`config.mk`:
```
export PLATFORM = sky130hd
export DESIGN_NAME = cal_seq_controller
export DESIGN_NICKNAME = d
export VERILOG_FILES = /design/src/rtl/cal_pkg.sv /design/src/rtl/cal_seq_controller_btn_edge.sv /design/src/rtl/cal_seq_controller.sv
export SDC_FILE = /design/constraint.sdc
export NUM_CORES = 1
export LEC_CHECK = 0
export ABC_AREA = 1
export ABC_CLOCK_PERIOD_IN_PS = 1650
export CORE_ASPECT_RATIO = 0.8
export CORE_UTILIZATION = 39
export CTS_CLUSTER_SIZE = 10
export DETAILED_ROUTE_END_ITERATION = 10
export HOLD_SLACK_MARGIN = 0.12
export MAX_ROUTING_LAYER = met4
export PLACE_DENSITY_LB_ADDON = 0.2
export SKIP_LAST_GASP = 1
export SLEW_MARGIN = 20
export SYNTH_ARGS = -nofsm -noshare
export SYNTH_HDL_FRONTEND = slang
export SYNTH_HIERARCHICAL = 1
export SYNTH_SLANG_ARGS = --single-unit
```
`constraint.sdc`:
```
create_clock -name mclk -period 1.65 [get_ports mclk]
set_input_delay 0.2475 -clock mclk [delete_from_list [all_inputs] [get_ports mclk]]
set_output_delay 0.2475 -clock mclk [all_outputs]
set_load 0.01 [all_outputs]
```
`src/rtl/cal_pkg.sv`:
```
// cal_pkg
// Shared constants and helpers for the calculator front-end controller.
//   - operation codes driven on the 'op' output
//   - FSM state constants driven on the 'state' output
//   - command type produced by the button decoder, plus small decode helpers
package cal_pkg;

  // Operation codes presented to the arithmetic datapath
  localparam logic [1:0] OP_NONE = 2'b00;
  localparam logic [1:0] OP_MUL  = 2'b01;
  localparam logic [1:0] OP_ADD  = 2'b10;
  localparam logic [1:0] OP_SUB  = 2'b11;

  // FSM state encodings; 2'b11 is unreachable and recovers to IDLE
  localparam logic [1:0] IDLE  = 2'b00;
  localparam logic [1:0] OPSEL = 2'b01;
  localparam logic [1:0] DONE  = 2'b10;

  // One decoded command per cycle, after priority resolution
  typedef enum logic [2:0] {
    CMD_NONE = 3'd0,
    CMD_CLR  = 3'd1,
    CMD_MUL  = 3'd2,
    CMD_ADD  = 3'd3,
    CMD_SUB  = 3'd4
  } cmd_e;

  // Priority decode of the enter/multiply/add edge pulses.
  // Enter wins; multiply and add landing in the same cycle mean subtract.
  function automatic cmd_e decode_cmd(input logic [2:0] edges);
    cmd_e cmd;
    if (edges[0]) begin
      cmd = CMD_CLR;
    end else if (edges[1] && edges[2]) begin
      cmd = CMD_SUB;
    end else if (edges[1]) begin
      cmd = CMD_MUL;
    end else if (edges[2]) begin
      cmd = CMD_ADD;
    end else begin
      cmd = CMD_NONE;
    end
    return cmd;
  endfunction

  // True for commands that load a first operand and select an operation
  function automatic logic is_arith(input cmd_e cmd);
    logic r;
    case (cmd)
      CMD_MUL, CMD_ADD, CMD_SUB: r = 1'b1;
      default:                   r = 1'b0;
    endcase
    return r;
  endfunction

  // Map an arithmetic command onto its datapath operation code
  function automatic logic [1:0] cmd_to_op(input cmd_e cmd);
    logic [1:0] r;
    case (cmd)
      CMD_MUL: r = OP_MUL;
      CMD_ADD: r = OP_ADD;
      CMD_SUB: r = OP_SUB;
      default: r = OP_NONE;
    endcase
    return r;
  endfunction

endpackage

```
`src/rtl/cal_seq_controller_btn_edge.sv`:
```
// btn_edge
// Brings N raw asynchronous buttons into the mclk domain through a SYNC-deep
// flop chain and turns each rising level into a single-cycle pulse.
// Ports:
//   mclk  - clock
//   rst_n - asynchronous active-low reset
//   btn   - raw active-high buttons
//   pulse - one-cycle pulse per synchronised rising edge
// The pulse is taken directly from the last synchroniser stage and the
// history flop so that a command acts on the edge after it appears there;
// both inputs to the AND are flops, so the pulse is glitch-free.
module btn_edge #(
  parameter int N    = 4,
  parameter int SYNC = 2
) (
  input  logic         mclk,
  input  logic         rst_n,
  input  logic [N-1:0] btn,
  output logic [N-1:0] pulse
);

  logic [SYNC-1:0][N-1:0] sync_r;
  logic [N-1:0]           prev_r;

  // Synchroniser chain (stage 0 samples the pins) plus one-cycle history
  always_ff @(posedge mclk or negedge rst_n) begin
    if (!rst_n) begin
      sync_r <= {(SYNC*N){1'b0}};
      prev_r <= {N{1'b0}};
    end else begin
      sync_r <= {sync_r[SYNC-2:0], btn};
      prev_r <= sync_r[SYNC-1];
    end
  end

  assign pulse = sync_r[SYNC-1] & ~prev_r;

endmodule

```
`src/rtl/cal_seq_controller.sv`:
```
// cal_seq_controller
// Front-end controller for the board calculator: captures operands from the
// switches, selects the operation from the buttons and strobes the datapath.
// Ports:
//   mclk    - clock (rising edge)
//   rst_n   - asynchronous active-low reset
//   bin     - operand switches (quasi-static, sampled directly)
//   btn     - raw buttons: [0] enter/clear, [1] mul, [2] add, [3] enable toggle
//   result  - datapath result, low W bits reused as next first operand
//   x, y    - first / second operand to the datapath
//   op      - operation code (cal_pkg OP_*)
//   go      - one-cycle strobe, x/y/op valid in the same cycle
//   enabled - calculator active
//   state   - FSM state for LEDs and debug
module cal_seq_controller
  import cal_pkg::*;
#(
  parameter int W    = 8,
  parameter int SYNC = 2
) (
  input  logic           mclk,
  input  logic           rst_n,
  input  logic [W-1:0]   bin,
  input  logic [3:0]     btn,
  input  logic [2*W-1:0] result,
  output logic [W-1:0]   x,
  output logic [W-1:0]   y,
  output logic [1:0]     op,
  output logic           go,
  output logic           enabled,
  output logic [1:0]     state
);

  logic [3:0]   edge_s;
  cmd_e         cmd_s;
  logic [W-1:0] chain_s;

  logic [1:0]   state_r,   state_s;
  logic [W-1:0] x_r,       x_s;
  logic [W-1:0] y_r,       y_s;
  logic [1:0]   op_r,      op_s;
  logic         go_r,      go_s;
  logic         enabled_r, enabled_s;

  btn_edge #(
    .N    (4),
    .SYNC (SYNC)
  ) u_btn_edge (
    .mclk  (mclk),
    .rst_n (rst_n),
    .btn   (btn),
    .pulse (edge_s)
  );

  // Upper half of the product/sum is dropped when chaining
  assign chain_s = W'(result);
  assign cmd_s   = decode_cmd(edge_s[2:0]);

  // Next-state and next-output decode
  always_comb begin
    state_s   = state_r;
    x_s       = x_r;
    y_s       = y_r;
    op_s      = op_r;
    go_s      = 1'b0;
    enabled_s = enabled_r;

    if (edge_s[3]) begin
      // Enable toggle masks every other button edge in this cycle; both
      // directions land in a clean IDLE.
      enabled_s = ~enabled_r;
      state_s   = IDLE;
      x_s       = {W{1'b0}};
      y_s       = {W{1'b0}};
      op_s      = OP_NONE;
    end else if (!enabled_r) begin
      state_s   = IDLE;
      x_s       = {W{1'b0}};
      y_s       = {W{1'b0}};
      op_s      = OP_NONE;
    end else begin
      case (state_r)
        IDLE: begin
          if (is_arith(cmd_s)) begin
            x_s     = bin;
            y_s     = {W{1'b0}};
            op_s    = cmd_to_op(cmd_s);
            state_s = OPSEL;
          end else begin
            state_s = IDLE;
          end
        end
        OPSEL: begin
          if (cmd_s == CMD_CLR) begin
            y_s     = bin;
            go_s    = 1'b1;
            state_s = DONE;
          end else if (is_arith(cmd_s)) begin
            // Re-entry of the first operand while still choosing
            x_s     = bin;
            op_s    = cmd_to_op(cmd_s);
            state_s = OPSEL;
          end else begin
            state_s = OPSEL;
          end
        end
        DONE: begin
          if (cmd_s == CMD_CLR) begin
            x_s     = {W{1'b0}};
            y_s     = {W{1'b0}};
            op_s    = OP_NONE;
            state_s = IDLE;
          end else if (is_arith(cmd_s)) begin
            x_s     = chain_s;
            y_s     = {W{1'b0}};
            op_s    = cmd_to_op(cmd_s);
            state_s = OPSEL;
          end else begin
            state_s = DONE;
          end
        end
        default: begin
          // Unreachable encoding: fall back to a cleared IDLE
          state_s = IDLE;
          x_s     = {W{1'b0}};
          y_s     = {W{1'b0}};
          op_s    = OP_NONE;
        end
      endcase
    end
  end

  // Controller state and registered outputs
  always_ff @(posedge mclk or negedge rst_n) begin
    if (!rst_n) begin
      state_r   <= IDLE;
      x_r       <= {W{1'b0}};
      y_r       <= {W{1'b0}};
      op_r      <= OP_NONE;
      go_r      <= 1'b0;
      enabled_r <= 1'b0;
    end else begin
      state_r   <= state_s;
      x_r       <= x_s;
      y_r       <= y_s;
      op_r      <= op_s;
      go_r      <= go_s;
      enabled_r <= enabled_s;
    end
  end

  assign x       = x_r;
  assign y       = y_r;
  assign op      = op_r;
  assign go      = go_r;
  assign enabled = enabled_r;
  assign state   = state_r;

endmodule
```
==> results.json, run 1 <==
{
  "use_met1_pct": 28.4,
  "h-tree-depth": 2,
  "cp_slowest_cell": "dfrtp_1",
  "violations": "negative setup slack",
  "root_buffer": "clkbuf_8",
  "worst_pin_slew_ns": 0.439,
  "arrival_ns": 1.97,
  "power_frac_seq_pct": 40.4,
  "antenna_found_initial": 0,
  "status": "finished with violations",
  "grt_usage_pct": 21.4,
  "gr-usage-met2_pct": 31.1,
  "switching_power_uw": 698,
  "fin_crit_sh_pct": 105,
  "crit_chain": "nor2_4 > inv_2 > ha_4 > nand2_2 > nand2_4 > nand2_8 > nand3_4 > inv_2 > nor2_4 > nand2_1 > nand2_1",
  "fin_area_mm2": 0.00249,
  "ys_warn_count": 6,
  "cp_top_family": "simple AND/OR/NAND/NOR gates",
  "yosys.area.top_type": "dfrtp_1",
  "num_rows": 20,
  "start_kind": "register",
  "critical_path_class": "register to register",
  "synth_top_area_share_pct": 53.5,
  "synth_xor_area_share_pct": 0,
  "clk_pin_slew_ns": 0.07,
  "grt_max_degree": 35,
  "cts_tree": "yes",
  "cp_max_fo": 8,
  "diodes": 0,
  "yosysUniqueCellTypes": 20,
  "dr.pass1.iters": 4,
  "p_leak_uw": 0.00117,
  "synth_top_family_by_area": "simple AND/OR/NAND/NOR gates",
  "syn_area_per_cell_um2": 8.55,
  "grt_pass1_wl_um": 6510,
  "synth_area_mm2": 0.00159,
  "met3_usage_pct": 6.63,
  "die_h_um": 59.1,
  "io_pins": 52,
  "clock_power_share_pct": 33.6,
  "synth_mux_area_share_pct": 0,
  "skew_ns": 0.00525,
  "syn_inst": 186,
  "cts-buffers-inserted": 5,
  "fin_ws_ns": -0.0886,
  "synth.yosys.seq_area_share_pct": 53.5,
  "synth.area.top_cells": "dfrtp_1 54%, nand2_1 15%, nand3_1 6.3%",
  "wire_per_inst_um": 12.9,
  "post-place-ws_ns": -0.178,
  "grt_overflow": 0,
  "max_freq_mhz": 575,
  "ir_drop_v": 0.000493,
  "post-dp-hpwl_um": 2520,
  "syn_nets": 218,
  "die_w_um": 73.4,
  "routabilityCongestion": 0.879,
  "postCtsHoldBufs": 0,
  "clk_latency_ns": 0.30,
  "hold_viol": 0,
  "initial_core_util_pct": 41.3,
  "die_area_mm2": 0.00434,
  "coreArea_mm2": 0.00385,
  "synth_compound_area_share_pct": 5.51,
  "layout_common_cells": "53 x nand2_1, 43 x clkdlybuf4s50_1, 33 x dfrtp_1",
  "area_delta_synth_final_pct": 56.6,
  "place_inst": 292,
  "placed_area_mm2": 0.00215,
  "clockBufferDepth": 2,
  "max_stage_delay_ns": 0.41,
  "p_per_area_mw_per_mm2": 933,
  "ys_ff_latch": 34,
  "cts_sinks": 34,
  "hold_path_class": "register to register",
  "synth_fa_ha_area_share_pct": 1.57,
  "relSlewSlack_pct": 70.7,
  "final_cells": 305,
  "drv_cap": 0,
  "finalCriticalPeriod_ns": 1.74,
  "required_ns": 1.89,
  "vias_per_cell": 4.74,
  "combPwrFrac_pct": 26.1,
  "top_usage_layer": "met2",
  "layout_commonest_cell": "nand2_1",
  "drt-initial-drc-count": 88,
  "grt_setup_unrepaired": "true",
  "layout-drive-gt1-share_pct": 29.2,
  "portBuffers": 43,
  "setup_viol": 18,
  "endpoint_kind": "register",
  "drtAntennaViolNets": 0,
  "drv_slew": 0,
  "synthSimpleGateAreaFrac_pct": 33.5,
  "via_count": 1447,
  "grt_pass1_vias": 1413,
  "drt-total-wl_um": 3940,
  "fin_hold_ws_ns": 0.349,
  "worst-path-buf-inv": 2,
  "nNetsFinal": 281,
  "switching_share_pct": 30.1,
  "internal_power_uw": 1620,
  "route.detailed.drc": 0
}
[area by class of cell]
class,instances,area (µm²)
well taps,55,68.8
multi-input cells,129,818
flip-flops and latches,34,852
repair buffers,56,548
clock buffers,5,68.8
fillers,325,1360
inverters,23,88.8
clock inverters,3,45.0
[metrics by stage]
stage | setup TNS [ns] | utilization [%] | power [µW]
global route | -2.47 | 64.6 | 2440
global placement | -1.65 | 55.8 | 1440
CTS | -0.296 | 61.4 | 2280
finish | -0.844 | 64.6 | 2320
detailed placement | -2.34 | 55.8 | 1440
floorplan | 0 | - | 1190
[state kept, by name, summed over array words and instances, names as in the netlist]
| register | count |
|---|---|
| x | 8 |
| op | 2 |
| enabled | 1 |
| u_btn_edge/prev_r | 4 |
| u_btn_edge/sync_r | 8 |
| state | 2 |
| y | 8 |
| go | 1 |
[power groups by stage]
stage	combinational [µW]	sequential (µW)	clock, µW
6_report	606	938	779
5_1_grt	656	945	836
4_1_cts	551	937	797
3_5_place_dp	489	950	0
3_3_place_gp	484	952	0
2_1_floorplan	222	969	0
[timing repair]
action	4_1_cts	5_1_grt
endpoints found under the setup margin	18	22
resized for setup	14	30
pin swaps	7	10
gates cloned	1	0
setup buffers	2	2
[cells in the mapped netlist]
cell type / number
inv_1: 17
nor2_2: 7
inv_2: 6
nand3_2: 1
nand3_4: 1
a21oi_1: 10
nand4_4: 1
o21ai_0: 1
nand3_1: 20
buf_4: 1
a21boi_1: 1
nand2_1: 65
o21ai_4: 1
o2111ai_1: 1
nand2_2: 4
ha_1: 2
nor2_1: 10
dfrtp_1: 34
nor2_4: 2
nand2_4: 1
[metal layers]
layer  up-vias  share of wire, %
li1        711                 -
met1       680                47
met2        49                45
met3         7               6.5
met4         0               1.5
met5         -                 0
[worst paths after layout]
check / slack, ns / from / end / cells past startpoint
min in group asynchronous: 0.36 / rst_n / go / 2
max in group asynchronous: 0.97 / rst_n / state[1] / 2
hold / removal: 0.35 / u_btn_edge/sync_r[3] / u_btn_edge/sync_r[7] / 0
setup reg to reg: -0.09 / u_btn_edge/prev_r[1] / x[6] / 11
setup / recovery: -0.09 / u_btn_edge/prev_r[1] / x[6] / 11
hold reg to reg: 0.35 / u_btn_edge/sync_r[3] / u_btn_edge/sync_r[7] / 0
[kinds of logic (layout without fill, tap and decap cells)]
logic type               Yosys count  after routing
adder cells (fa/ha/maj)            2              2
flip-flops                        34             34
AND/OR/NAND/NOR                  112            113
AO/OA/AOI/OAI                     14             14
buffers and inverters             24             87
No activity file was read; power rests on OpenSTA's default activity.
==> run 2, diff against run 1 <==
--- a/config.mk
+++ b/config.mk
@@ -7,6 +7,7 @@
 export LEC_CHECK = 0
 export ABC_AREA = 1
 export ABC_CLOCK_PERIOD_IN_PS = 1650
+export CAP_MARGIN = 15
 export CORE_ASPECT_RATIO = 0.8
 export CORE_UTILIZATION = 39
 export CTS_CLUSTER_SIZE = 10
==> results of run 2 <==
Final layout, timing and power as in run 1 (identical DEF).
==> run 3, diff against run 2 <==
--- a/config.mk
+++ b/config.mk
@@ -12,12 +12,13 @@
 export CORE_UTILIZATION = 39
 export CTS_CLUSTER_SIZE = 10
 export DETAILED_ROUTE_END_ITERATION = 10
+export DONT_BUFFER_PORTS = 1
 export HOLD_SLACK_MARGIN = 0.12
 export MAX_ROUTING_LAYER = met4
 export PLACE_DENSITY_LB_ADDON = 0.2
+export RECOVER_POWER = 50
 export SKIP_LAST_GASP = 1
 export SLEW_MARGIN = 20
 export SYNTH_ARGS = -nofsm -noshare
 export SYNTH_HDL_FRONTEND = slang
-export SYNTH_HIERARCHICAL = 1
 export SYNTH_SLANG_ARGS = --single-unit
==> run 3 against run 2 <==
  * The run now ends clean
  * Combinational power decreased by 32%
  * First-iteration DRC count decreased by 34%
  * Die area increased by 5.4%
  * Global-route usage decreased by 4.3 points
  * Clock skew decreased by 0.00067 ns
  * Setup slack improved by 0.16 ns
  * Critical path type unchanged
  * Highest routed layer unchanged
==> results.json, run 3 <==
{
  "via_count": 1240,
  "layout_common_cells": "50 x nand2_1, 34 x dfrtp_1, 15 x inv_1",
  "synth.area.top_cells": "dfrtp_1 51%, nand2_1 11%, nand3_2 6.0%",
  "synth_area_mm2": 0.00168,
  "root_buffer": "clkbuf_8",
  "arrival_ns": 1.75,
  "syn_nets": 210,
  "yosysMostFrequentCell": "nand2_1",
  "synth-main-ff-cell": "dfrtp_1",
  "drt-total-wl_um": 3400,
  "max_freq_mhz": 634,
  "synth_common_cells": "50 x nand2_1, 34 x dfrtp_1, 16 x inv_1",
  "ys_warn_count": 0,
  "yosys.area.top_type": "dfrtp_1",
  "synth_enable_flop_cells": 0,
  "ys_ff_latch": 34,
  "required_ns": 1.82,
  "die_w_um": 75.4,
  "cp_top_family": "simple AND/OR/NAND/NOR gates",
  "initial_core_util_pct": 42.5,
  "clk_pin_slew_ns": 0.07,
  "p_leak_uw": 0.000980,
  "num_rows": 20,
  "h-tree-depth": 2,
  "endpoint_kind": "register",
  "skew_ns": 0.00458,
  "layout-drive-gt1-share_pct": 29.6,
  "vias_per_cell": 4.94,
  "hold_path_class": "input port to register",
  "cts_sinks": 34,
  "grt_max_degree": 35,
  "grt_usage_pct": 17.1,
  "setup_viol": 0,
  "status": "complete, no violations",
  "grt_setup_unrepaired": "true",
  "critical_path_class": "register to register",
  "cp_max_fo": 9,
  "drv_slew": 0,
  "fin_tns_setup_ns": 0,
  "ir_drop_v": 0.000572,
  "drt-initial-drc-count": 58,
  "diodes": 0,
  "synth_top_area_share_pct": 50.7,
  "finalCriticalPeriod_ns": 1.58,
  "grt_overflow": 0,
  "p_per_area_mw_per_mm2": 1020,
  "worst-path-buf-inv": 3,
  "layout_commonest_cell": "nand2_1",
  "hold_viol": 0,
  "crit_chain": "inv_1 > nor2_2 > inv_2 > ha_4 > nor2_4 > nand3_2 > nand2_4 > inv_6 > nand2_2 > nand2_1 > nand2_1",
  "cp_slowest_cell": "dfrtp_1",
  "max_stage_delay_ns": 0.35,
  "die_area_mm2": 0.00457,
  "grt_pass1_vias": 1256,
  "portBuffers": 0,
  "relSlewSlack_pct": 42.8,
  "grt_pass1_wl_um": 5420,
  "route.detailed.drc": 0,
  "worst_pin_slew_ns": 0.859,
  "cts-buffers-inserted": 5,
  "syn_area_per_cell_um2": 9.43,
  "antenna_found_initial": 0,
  "synth-async-reset-ratio_pct": 100,
  "wire_per_inst_um": 13.5,
  "drtAntennaViolNets": 0,
  "nNetsFinal": 227,
  "coreArea_mm2": 0.00395,
  "start_kind": "register",
  "fin_crit_sh_pct": 95.6,
  "synth.yosys.seq_area_share_pct": 50.7,
  "routabilityCongestion": 0.773,
  "cts_tree": "yes",
  "clk_latency_ns": 0.28,
  "area_delta_synth_final_pct": 17.4,
  "cp_common_cell": "nand2_1",
  "drv_cap": 0,
  "yosysUniqueCellTypes": 23,
  "syn_inst": 178,
  "io_pins": 52,
  "die_h_um": 60.7,
  "clockBufferDepth": 2,
  "p_total_uw": 2020,
  "post-dp-hpwl_um": 2420,
  "dr.pass1.iters": 4
}
==> run 3: changes by cell type after synthesis, moves of 3 or more <==
cell	before	now
nand3_2	1	10
nand3_1	20	10
nand2_1	65	50
inv_2	6	2
nand2_2	4	13
nor2_2	7	0
nor2_1	10	13
==> run 3: per-stage QoR <==
step           hold slack [ns]  setup WS, ns  instances  cell area, µm²  util [%]
2_1_floorplan          -0.0481         0.152        178            1680         -
3_3_place_gp           -0.0473        0.0607        233            1750      44.2
3_5_place_dp           -0.0473     -0.000836        233            1750      44.2
4_1_cts                  0.182       0.00179        248            1920      48.6
5_1_grt                  0.200       -0.0344        251            1970      49.8
6_report                 0.187        0.0727        251            1970      49.8
==> run 3: layer usage <==
layer	wire length, µm	track usage (%)	part of all wire [%]	up-vias
li1	-	-	-	591
met5	0	-	0	-
met2	1670	28.4	49	40
met3	241	5.32	7.1	9
met1	1410	18.5	42	600
met4	72	8.73	2.1	0
==> run 3: worst min-delay path: cells and delay by family <==
kind                   cells  cell delay (ns)
AND/OR/NAND/NOR            3             0.15
buffers and inverters      1             0.03
==> run 3: layout make-up <==
| type | count | area [µm²] |
|---|---|---|
| tap | 55 | 68.8 |
| timing repair buffer | 12 | 113 |
| inverter | 19 | 76.3 |
| clock buffer | 7 | 86.3 |
| fill | 383 | 1980 |
| clock inverter | 1 | 5.00 |
| sequential | 34 | 851 |
| multi-input combinational | 123 | 771 |
==> run 3: where the power goes <==
group	switching (µW)	total [µW]	internal, µW
combinational	262	411	149
clock	286	622	336
sequential	80.9	981	901
total	629	2020	1390
==> run 3: timing repair <==
item,4_1_cts,5_1_grt
cloned,0,1
setup endpoints to repair,8,18
hold endpoints to repair,38,0
resized for setup,2,8
pin swaps,1,5
hold buffers,6,0
setup buffers,1,2
==> run 3: path summary, 6_finish.rpt <==
check / to / slack (ns) / startpoint / cells after the start
min: y[6] / 0.19 / bin[6] / 4
max in group asynchronous: enabled / 0.49 / rst_n / 2
max: op[0] / 0.07 / u_btn_edge.sync_r[5] / 11
min in group asynchronous: x[5] / 0.62 / rst_n / 2
max reg2reg: op[0] / 0.07 / u_btn_edge.sync_r[5] / 11
min reg2reg: u_btn_edge.sync_r[7] / 0.35 / u_btn_edge.sync_r[3] / 0
==> run 3: cells by family after synthesis <==
| family | share of synthesized area (%) |
|---|---|
| simple gates | 36.6 |
| flops | 50.7 |
| buf+inv | 6.48 |
| compound gates | 4.77 |
| fa+ha+maj | 1.49 |
